<file path="src/rtl/fp8_add_arbiter.sv">
// Two-requester arbiter in front of a shared, externally pipelined FP8 adder.
// Define FP8_ARB_FIXED_PRIO_EN for fixed req0-over-req1 priority instead of round-robin.
module fp8_add_arbiter #(
    parameter int unsigned ADD_LATENCY = 1
) (
    input  logic       clk,
    input  logic       rst_n,
    input  logic       req0_valid,
    input  logic       req1_valid,
    output logic       req0_ready,
    output logic       req1_ready,
    input  logic [7:0] req0_a,
    input  logic [7:0] req0_b,
    input  logic [7:0] req1_a,
    input  logic [7:0] req1_b,
    output logic       rsp0_valid,
    output logic       rsp1_valid,
    input  logic       rsp0_ready,
    input  logic       rsp1_ready,
    output logic [7:0] rsp_data,
    output logic [7:0] add_a,
    output logic [7:0] add_b,
    output logic       add_en,
    input  logic [7:0] add_sum
);

    typedef enum logic [1:0] {StIdle, StIssue, StWait, StResp} state_t;

    localparam logic [2:0] WaitInit = 3'(ADD_LATENCY - 1);

    state_t     r_state;
    logic       r_gid;
    logic [7:0] r_op_a;
    logic [7:0] r_op_b;
    logic [7:0] r_rsp_data;
    logic [2:0] r_cnt;
    logic       r_first;

    logic w_any;
    logic w_gnt1;
    logic w_grant;
    logic w_add_busy;
    logic w_resp;
    logic w_rsp_hs;

    assign w_any = req0_valid | req1_valid;

`ifdef FP8_ARB_FIXED_PRIO_EN
    assign w_gnt1 = req1_valid & ~req0_valid;
`else
    // Id of the last granted requester; the other one wins a tie.
    logic r_rr_last;

    assign w_gnt1 = req1_valid & (~req0_valid | ~r_rr_last);
`endif

    assign w_grant    = rst_n & (r_state == StIdle) & w_any;
    assign w_add_busy = rst_n & ((r_state == StIssue) | (r_state == StWait));
    assign w_resp     = rst_n & (r_state == StResp);
    assign w_rsp_hs   = r_gid ? rsp1_ready : rsp0_ready;

    always_ff @(posedge clk) begin
        if (!rst_n) begin
            r_state    <= StIdle;
            r_gid      <= 1'b0;
            r_op_a     <= 8'h00;
            r_op_b     <= 8'h00;
            r_rsp_data <= 8'h00;
            r_cnt      <= 3'd0;
            r_first    <= 1'b0;
`ifndef FP8_ARB_FIXED_PRIO_EN
            r_rr_last  <= 1'b1;
`endif
        end else begin
            unique case (r_state)
                StIdle: begin
                    if (w_any) begin
                        r_op_a    <= w_gnt1 ? req1_a : req0_a;
                        r_op_b    <= w_gnt1 ? req1_b : req0_b;
                        r_gid     <= w_gnt1;
`ifndef FP8_ARB_FIXED_PRIO_EN
                        r_rr_last <= w_gnt1;
`endif
                        r_state   <= StIssue;
                    end
                end
                StIssue: begin
                    if (ADD_LATENCY <= 1) begin
                        r_state <= StResp;
                        r_first <= 1'b1;
                    end else begin
                        r_cnt   <= WaitInit;
                        r_state <= StWait;
                    end
                end
                StWait: begin
                    if (r_cnt <= 3'd1) begin
                        r_cnt   <= 3'd0;
                        r_first <= 1'b1;
                        r_state <= StResp;
                    end else begin
                        r_cnt <= r_cnt - 3'd1;
                    end
                end
                StResp: begin
                    r_first <= 1'b0;
                    if (r_first) begin
                        r_rsp_data <= add_sum;
                    end
                    if (w_rsp_hs) begin
                        r_state <= StIdle;
                    end
                end
                default: r_state <= StIdle;
            endcase
        end
    end

    assign req0_ready = w_grant & ~w_gnt1;
    assign req1_ready = w_grant & w_gnt1;
    assign add_en     = rst_n & (r_state == StIssue);
    assign add_a      = w_add_busy ? r_op_a : 8'h00;
    assign add_b      = w_add_busy ? r_op_b : 8'h00;
    assign rsp0_valid = w_resp & ~r_gid;
    assign rsp1_valid = w_resp & r_gid;
    // The adder result first appears in the RESP entry cycle, so pass it through until latched.
    assign rsp_data   = !rst_n ? 8'h00 : (r_first ? add_sum : r_rsp_data);

endmodule
</file>
<file path="config.mk">
export PLATFORM = sky130hd
export DESIGN_NAME = fp8_add_arbiter
export DESIGN_NICKNAME = d
export VERILOG_FILES = /design/src/rtl/fp8_add_arbiter.sv
export SDC_FILE = /design/constraint.sdc
export NUM_CORES = 1
export LEC_CHECK = 0
export ABC_AREA = 1
export CAP_MARGIN = 10
export CORE_ASPECT_RATIO = 0.6
export CORE_MARGIN = 2
export CORE_UTILIZATION = 46
export CTS_CLUSTER_DIAMETER = 40
export CTS_CLUSTER_SIZE = 24
export DETAILED_ROUTE_END_ITERATION = 16
export PLACE_DENSITY_LB_ADDON = 0.25
export RECOVER_POWER = 100
export SLEW_MARGIN = 20
export SYNTH_ARGS = -nofsm -noshare
export SYNTH_HDL_FRONTEND = slang
export SYNTH_SLANG_ARGS = --single-unit
export TNS_END_PERCENT = 50
</file>
<file path="constraint.sdc">
create_clock -name clk -period 4.4 [get_ports clk]
set_input_delay 0.88 -clock clk [delete_from_list [all_inputs] [get_ports clk]]
set_output_delay 0.88 -clock clk [all_outputs]
set_load 0.02 [all_outputs]
</file>
# Word-level counts from Yosys, hierarchy flattened
# Cells that the tools add are included.
[classes]
n_addsub = 1
magnitude_cmp = 1
eq_ne = 6
n_mux = 14
bitwise_logic = 17
n_reduce_logical = 5
[ops]
columns = ["operator", "count"]
rows = [
  ["8-bit 2-to-1 mux", 6],
  ["1-bit AND", 10],
  ["2-bit case mux with 4 select lines", 1],
  ["2-bit 2-to-1 mux", 3],
  ["2-bit equality test (second input constant)", 2],
  ["2-bit != test (second input constant)", 2],
  ["1-bit inverter", 4],
  ["2-bit AND reduction", 2],
  ["3-bit by 1-bit <= comparator with 1-bit output (second input constant)", 1],
  ["3-bit 2-to-1 mux", 1],
  ["1-bit OR", 3],
  ["1-bit case mux with 3 select lines", 1],
  ["3-bit AND reduction", 1],
  ["3-bit nonzero test", 1],
  ["3-bit by 1-bit subtractor with 3-bit output (second input constant)", 1],
  ["2-bit by 1-bit equality test with 1-bit output (second input constant)", 1],
  ["2-bit logical NOT", 1],
  ["1-bit 2-to-1 mux", 2],
  ["2-bit by 1-bit != test with 1-bit output (second input constant)", 1],
]
[word_totals]
regBits = 32
inputBits = 46
output_inout_bits = 29
elab_cells = 52

# Depth between registers and ports, before layout
# Gate-level depths: netlist of the first run.
[depth]
word_depth = 5
mapped_depth = 8
depth_no_buf = 8

# Least setup slack after synthesis of the first run
# No wires, ideal clock.
[synth_path]
path_kind = "input to output"
start = "input port req0_valid"
end = "output port req0_ready"
arrival_time_ns = 1.752
t_required_ns = 3.520
path_slack_ns = 1.768
path_stages = 5
n_path_buf = 1
path_cell_list = "nand2_1 > nand2_2 > inv_4 > buf_6 > nor3_1"
[synth_between]
elab_chain_len = 5
word_cells_on_any_way = 7
cone_classes = "bitwise: 7"
[synth_lines]
columns = ["element", "line", "rtl"]
rows = [
  ["start, declared", "8", "input logic req0_valid,"],
  ["1-bit inverter", "54", "assign w_gnt1 = req1_valid & (~req0_valid | ~r_rr_last);"],
  ["1-bit OR", "54", ""],
  ["1-bit AND", "54", ""],
  ["1-bit inverter", "119", "assign req0_ready = w_grant & ~w_gnt1;"],
  ["1-bit AND (*)", "119", ""],
  ["end, declared", "10", "output logic req0_ready,"],
]
# Mark *: on every way between the ends. The rest lies on a longest branch, timed or not.

# Final worst setup path of the first run
[layout_path]
start = "input port req1_valid"
end = "output port req1_ready"
[layout_between]
elab_chain_len = 3
word_cells_on_any_way = 4
cone_classes = "bitwise: 4"
[layout_lines]
columns = ["element", "line", "rtl"]
rows = [
  ["start, declared", "9", "input logic req1_valid,"],
  ["1-bit OR", "46", "assign w_any = req0_valid | req1_valid;"],
  ["1-bit AND", "57", "assign w_grant = rst_n & (r_state == StIdle) & w_any;"],
  ["1-bit AND (*)", "120", "assign req1_ready = w_grant & w_gnt1;"],
  ["end, declared", "11", "output logic req1_ready,"],
]
# Marked as above.

==> metrics.yaml, run 1 <==
floorplanning:
  die-area_um2: 4370
  rows: 17
  chipWidth_um: 84.1
  ios: 75
  coreArea_um2: 3680
  start_util_pct: 48.1
  die_y_um: 52.0
yosys:
  synth_largest_area_cell: "dfxtp_1"
  synthTopCellsByArea: "dfxtp_1, nand2_1, inv_1, nor2_1, a31oi_1"
  synth_ff_type: "dfxtp_1"
  synth_seq_cells: 32
  netlist_top_cells_count: "nand2_1, inv_1, nor2_1"
  synth_top_area_share_pct: 36.2
  syn_avg_cell_area_um2: 6.65
  ys_types: 22
  ys_warn_count: 0
  synth_edf_count: 0
  synth_area_um2: 1770
  ys_async_sr_fraction_pct: 0
  postSynthCellCount: 266
  yosysMostFrequentCell: "nand2_1"
  synth_seq_area_share_pct: 36.2
  synthesis.nets: 319
placed_design:
  dp_hpwl_um: 3180
  dp.cells: 376
  place.gp.congestion: 0.830
  dpl_cell_area_um2: 2490
  port_buffers: 74
setup_path:
  critPathKind: "input pin to output port"
  required_ns: 3.52
  cpMaxStageDelayCell: "dlygate4sd3_1"
  start_kind: "input pin"
  crit_buf_inv: 3
  crit_path_start: "req1_valid"
  slowest_delay_ns: 0.67
  crit_arrival_ns: 3.10
  r2r-start: "r_state[0]$_SDFFE_PN0P_"
  cp_max_fo: 18
  cp_top_family: "buffers and inverters"
  rrSetupSlack_ns: 2.26
  cp-end-kind: "output port"
  crit_chain: "dlygate4sd3_1, nand2_1, inv_4, nand2_1, nor2_1, dlygate4sd3_1"
clocking:
  cts.sink_count: 32
  tritoncts.num_buffers: 5
  clkTransAtPathRegs_ns: 0.06
  cts.htree.levels: 2
  cts_root_buf: "clkbuf_8"
  clock_path_buffers: 2
  postCtsSetupRepairBufs: 0
  cts_resized: 0
  insertion_delay_ns: 0.28
  hold_buffers: 0
  tritoncts: "built"
power_and_ir_drop:
  power.internal_uw: 615
  swShare_pct: 34.4
  peakVddDrop_mv: 0.208
  power_density_nw_per_um2: 364
  power_frac_clock_pct: 25.9
  power_switching_uw: 322
  p_leak_nw: 1.23
  p_comb_share_pct: 34.3
  seqPwrFrac_pct: 39.8
timing:
  relSlewSlack_pct: 26.0
  setup_viol: 0
  min_period_ns: 3.98
  grt_setup_unrepaired: "false"
  worst_pin_slew_ns: 1.11
  final_hold_viol_count: 0
  drv_slew: 0
  max_freq_mhz: 251
  tns_ns: 0
  finClkSkew_ns: 0.00317
  min_period_over_period_pct: 90.5
route:
  wire_per_inst_um: 11.8
  vias_per_cell: 4.76
  firstDrtPassIters: 5
  wl_um: 4510
  drtAntennaViolNets: 0
  drc: 0
  drt-initial-drc-count: 52
  num_vias: 1823
grt:
  grt_pass1_vias: 1579
  antenna_found_initial: 0
  grt_pass1_wl_um: 7360
  groute.usage.overall_pct: 21.4
  overflow: 0
  grt_max_degree: 33
final_layout:
  area_delta_synth_final_pct: 45.6
  drive_gt1_share_pct: 3.27
  stdcell_count: 383
  nets: 389
  antennaDiodeCount: 0
  final_cell_area_um2: 2580
  nFillCells: 309
  final_util_pct: 70.0
status:
  status: "finished clean"
run:
  drv_cap: 0
min_path:
  hold_path_class: "flop to flop"
  worstHoldStart: "r_rsp_data[5]$_SDFFE_PN0P_"
==> power groups by stage <==
stage	logic (mW)	clock network [mW]	registers, mW
finish	0.322	0.243	0.373
global placement	0.334	0	0.377
detailed placement	0.336	0	0.379
CTS	0.339	0.244	0.373
floorplan	0.235	0	0.365
global route	0.362	0.256	0.379
==> cells by family (layout without fill, tap and decap cells) <==
logic type	after synthesis	in the layout	share of synthesized area, %
compound gates	54	54	18.0
fa+ha+maj	7	7	4.95
buf+inv	61	131	15.8
flops	32	32	36.2
simple gates	112	112	25.0
==> metal layers <==
metal	global-route usage [%]	vias up	part of all wire [%]
li1	-	974	-
met1	29.1	793	49
met2	34.3	51	44
met3	5.40	5	5.7
met4	5.65	0	1.0
met5	0	-	0
==> registers in the layout, indices dropped and copies added (netlist names) <==
name / flops
r_op_a: 8
r_op_b: 8
r_rsp_data: 8
r_cnt: 3
r_state: 2
r_first: 1
r_gid: 1
r_rr_last: 1
==> stage by stage <==
step / hold WS (ns) / total power, mW / setup slack (ns)
final: 0.485 / 0.938 / 0.419
after global routing: 0.513 / 0.997 / 0.334
after CTS: 0.488 / 0.957 / 0.658
after detailed placement: 0.464 / 0.715 / 0.669
after global placement: 0.461 / 0.711 / 0.645
after floorplan: 0.429 / 0.600 / 1.77
==> final cells by class <==
| class | count | area (µm²) | area share (%) |
|---|---|---|---|
| clock buffers | 7 | 96.3 | 3.74 |
| inverters | 47 | 179 | 6.95 |
| multi-input cells | 173 | 846 | 32.8 |
| flip-flops and latches | 32 | 641 | 24.9 |
| well taps | 47 | 58.8 | 2.28 |
| repair buffers | 77 | 756 | 29.3 |
==> final timing paths <==
check / endpoint / depth (start not counted)
worst max register to register: r_op_a[4]$_SDFFE_PN0P_ / 7
worst min-delay path: r_rsp_data[5]$_SDFFE_PN0P_ / 2
worst min register to register: r_rsp_data[5]$_SDFFE_PN0P_ / 2
worst max-delay path: req1_ready / 6
==> worst reg2reg max path: cells and delay by family, from the launching register on <==
family	cells	cell delay, ns
compound gates	2	0.39
flops	1	0.36
buf+inv	3	1.00
simple gates	1	0.10
fa+ha+maj	1	0.22
==> cell usage in the layout, fill, tap and decap left out, types with 7 or more instances in the layout <==
| cell | n |
|---|---|
| a31oi_1 | 16 |
| clkbuf_8 | 7 |
| nor2_1 | 35 |
| nand2_1 | 67 |
| ha_1 | 7 |
| o211ai_1 | 8 |
| clkdlybuf4s50_1 | 43 |
| dlygate4sd3_1 | 31 |
| inv_1 | 45 |
| o21ai_1 | 7 |
| dfxtp_1 | 32 |
| o21ai_0 | 17 |
(Power assumes the default switching activity.)
==> inputs of run 2 (changes only) <==
- ABC_AREA: 1 -> default
==> run 2 against run 1 <==
Synthesized cell count fell by 24%. Wire length fell by 4.8%. First-iteration DRC count rose by 62%. Worst setup slack improved by 0.11 ns. Highest routed layer unchanged.
==> metrics.yaml, run 2 <==
status:
  status: "finished clean"  # unchanged
route:
  m1WireLength_um: 2250  # was 2230 µm
  drt-initial-drc-count: 84  # was 52
  drc: 0  # unchanged
  wire_per_inst_um: 13.5  # was 11.8 µm
  wl_um: 4290  # was 4510 µm
  firstDrtPassIters: 4  # was 5
  wl_met2_um: 1740  # was 1970 µm
  wl_met3_um: 263  # was 258 µm
  num_vias: 1645  # was 1823
  drtAntennaViolNets: 0  # unchanged
  highest_layer: "met4"  # unchanged
  vias_per_cell: 5.17  # was 4.76
final_layout:
  layout_commonest_cell: "clkdlybuf4s50_1"  # was nand2_1
  antennaDiodeCount: 0  # unchanged
  nets: 323  # was 389
  area_delta_synth_final_pct: 45.6  # about the same
  top_regs: "r_op_a x8, r_op_b x8, r_rsp_data x8"  # unchanged
  layout_common_cells: "clkdlybuf4s50_1, dfxtp_1, nor2_1, mux2i_1, dlygate4sd3_1"  # was nand2_1, inv_1, clkdlybuf4s50_1, nor2_1, dfxtp_1
  drive_gt1_share_pct: 5.17  # was 3.27%
timing:
  finClkSkew_ns: 0.00694  # was 0.00317 ns
  min_period_over_period_pct: 87.9  # was 90.5%
  final_hold_viol_count: 0  # unchanged
  max_freq_mhz: 258  # was 251 MHz
  fin_hold_ws_ns: 0.458  # was 0.485 ns
  worst_pin_slew_ns: 1.26  # was 1.11 ns
  min_period_ns: 3.87  # was 3.98 ns
  grt_setup_unrepaired: "false"  # unchanged
  tns_ns: 0  # unchanged
  drv_slew: 0  # unchanged
  setup_viol: 0  # unchanged
  relSlewSlack_pct: 16.0  # was 26.0%
clocking:
  cts_root_buf: "clkbuf_8"  # unchanged
  postCtsSetupRepairBufs: 0  # unchanged
  hold_buffers: 0  # unchanged
  clock_path_buffers: 2  # unchanged
  tritoncts: "built"  # unchanged
  tritoncts.num_buffers: 5  # unchanged
  clkTransAtPathRegs_ns: 0.06  # about the same
  insertion_delay_ns: 0.28  # about the same
  cts_resized: 0  # unchanged
  cts.htree.levels: 2  # unchanged
  cts.sink_count: 32  # unchanged
power_and_ir_drop:
  power_density_nw_per_um2: 343  # was 364 nW/µm²
  peakVddDrop_mv: 0.187  # was 0.208 mV
  p_leak_nw: 1.10  # was 1.23 nW
grt:
  groute.usage.overall_pct: 20.8  # was 21.4%
  grt_max_degree: 35  # was 33
  grt_pass1_wl_um: 7040  # was 7360 µm
  overflow: 0  # unchanged
  antenna_found_initial: 0  # unchanged
  grt_pass1_vias: 1476  # was 1579
floorplanning:
  die_y_um: 52.0  # about the same
  start_util_pct: 48.0  # was 48.1%
  die-area_um2: 4370  # about the same
  rows: 17  # unchanged
  ios: 75  # unchanged
  coreArea_um2: 3680  # unchanged
  chipWidth_um: 84.0  # was 84.1 µm
yosys:
  synthesis.nets: 254  # was 319
  yosysMostFrequentCell: "dfxtp_1"  # was nand2_1
  synth_largest_area_cell: "dfxtp_1"  # unchanged
  netlist_top_cells_count: "dfxtp_1, nor2_1, mux2i_1"  # was nand2_1, inv_1, nor2_1
  postSynthCellCount: 201  # was 266
  synth_edf_count: 0  # unchanged
  synth_seq_area_share_pct: 36.3  # was 36.2%
  ys_types: 34  # was 22
  syn_avg_cell_area_um2: 8.79  # was 6.65 µm²
  synthTopCellsByArea: "dfxtp_1, mux2i_1, a211oi_1, and3_1, nor2_1"  # was dfxtp_1, nand2_1, inv_1, nor2_1, a31oi_1
  ys_async_sr_fraction_pct: 0  # unchanged
  synth_seq_cells: 32  # unchanged
  synth_area_um2: 1770  # about the same
  ys_warn_count: 0  # unchanged
  synth_top_area_share_pct: 36.3  # was 36.2%
  synth_ff_type: "dfxtp_1"  # unchanged
setup_path:
  cp_max_fo: 22  # was 18
  crit_buf_inv: 3  # unchanged
  cp_top_family: "buffers and inverters"  # unchanged
  start_kind: "input pin"  # unchanged
  crit_arrival_ns: 2.99  # was 3.10 ns
  cp-end-kind: "output port"  # unchanged
  required_ns: 3.52  # about the same
  slowest_delay_ns: 0.69  # was 0.67 ns
  crit_chain: "dlygate4sd3_1, clkbuf_1, and3_1, dlygate4sd3_1"  # was dlygate4sd3_1, nand2_1, inv_4, nand2_1, nor2_1, dlygate4sd3_1
  cpMaxStageDelayCell: "dlygate4sd3_1"  # unchanged
  critPathKind: "input pin to output port"  # unchanged
  cpMostUsedCell: "dlygate4sd3_1"
run:
  drv_cap: 0  # unchanged
min_path:
  hold_path_class: "flop to flop"  # unchanged
placed_design:
  place.gp.congestion: 0.794  # was 0.830
  dp_hpwl_um: 3150  # was 3180 µm
  port_buffers: 74  # unchanged
## run 2: path summary, 6_finish.rpt
path | from | slack [ns] | depth (start not counted) | end
setup / recovery | rst_n | 0.53 | 4 | add_b[3]
setup reg to reg | r_state[1]$_SDFFE_PN0P_ | 2.02 | 7 | r_gid$_SDFFE_PN0P_
hold reg to reg | r_rsp_data[2]$_SDFFE_PN0P_ | 0.46 | 2 | r_rsp_data[2]$_SDFFE_PN0P_
hold / removal | r_rsp_data[2]$_SDFFE_PN0P_ | 0.46 | 2 | r_rsp_data[2]$_SDFFE_PN0P_
## run 2: through the flow
step	std cells	area (µm²)	setup slack (ns)	util (%)	power (mW)
2_1_floorplan	201	1770	1.69	-	0.555
6_report	318	2570	0.531	69.9	0.882
3_5_place_dp	310	2490	0.928	67.6	0.660
5_1_grt	318	2570	0.426	69.9	0.931
3_3_place_gp	310	2490	0.954	67.6	0.655
4_1_cts	318	2580	0.928	70.1	0.894
## run 2: worst min-delay path: cells and delay by family, from the launching register on
kind	cells	cell delay (ns)
flops	1	0.31
compound gates	1	0.05
simple gates	1	0.05
## run 2: layer usage
metal  track usage [%]  vias up
met4              4.84        0
met2              30.5       49
met1              29.7      740
li1                  -      850
met5                 0        -
met3              6.35        6
## run 2: cells by family after synthesis
logic type	after synthesis	synth area share [%]
buf+inv	22	8.14
fa+ha+maj	7	4.96
compound gates	39	15.0
flops	32	36.3
mux	27	15.4
simple gates	74	20.3
## run 2: layout make-up
| class | count | area, µm² |
|---|---|---|
| repair buffers | 78 | 776 |
| well taps | 47 | 58.8 |
| fillers | 320 | 1110 |
| clock inverters | 2 | 10.0 |
| inverters | 6 | 22.5 |
| flip-flops and latches | 32 | 641 |
| multi-input cells | 147 | 982 |
| clock buffers | 6 | 82.6 |
## run 2: power breakdown
part / internal (mW) / switching (mW) / total [mW]
clock network: 0.125 / 0.112 / 0.236
logic: 0.139 / 0.147 / 0.286
registers: 0.327 / 0.0324 / 0.360
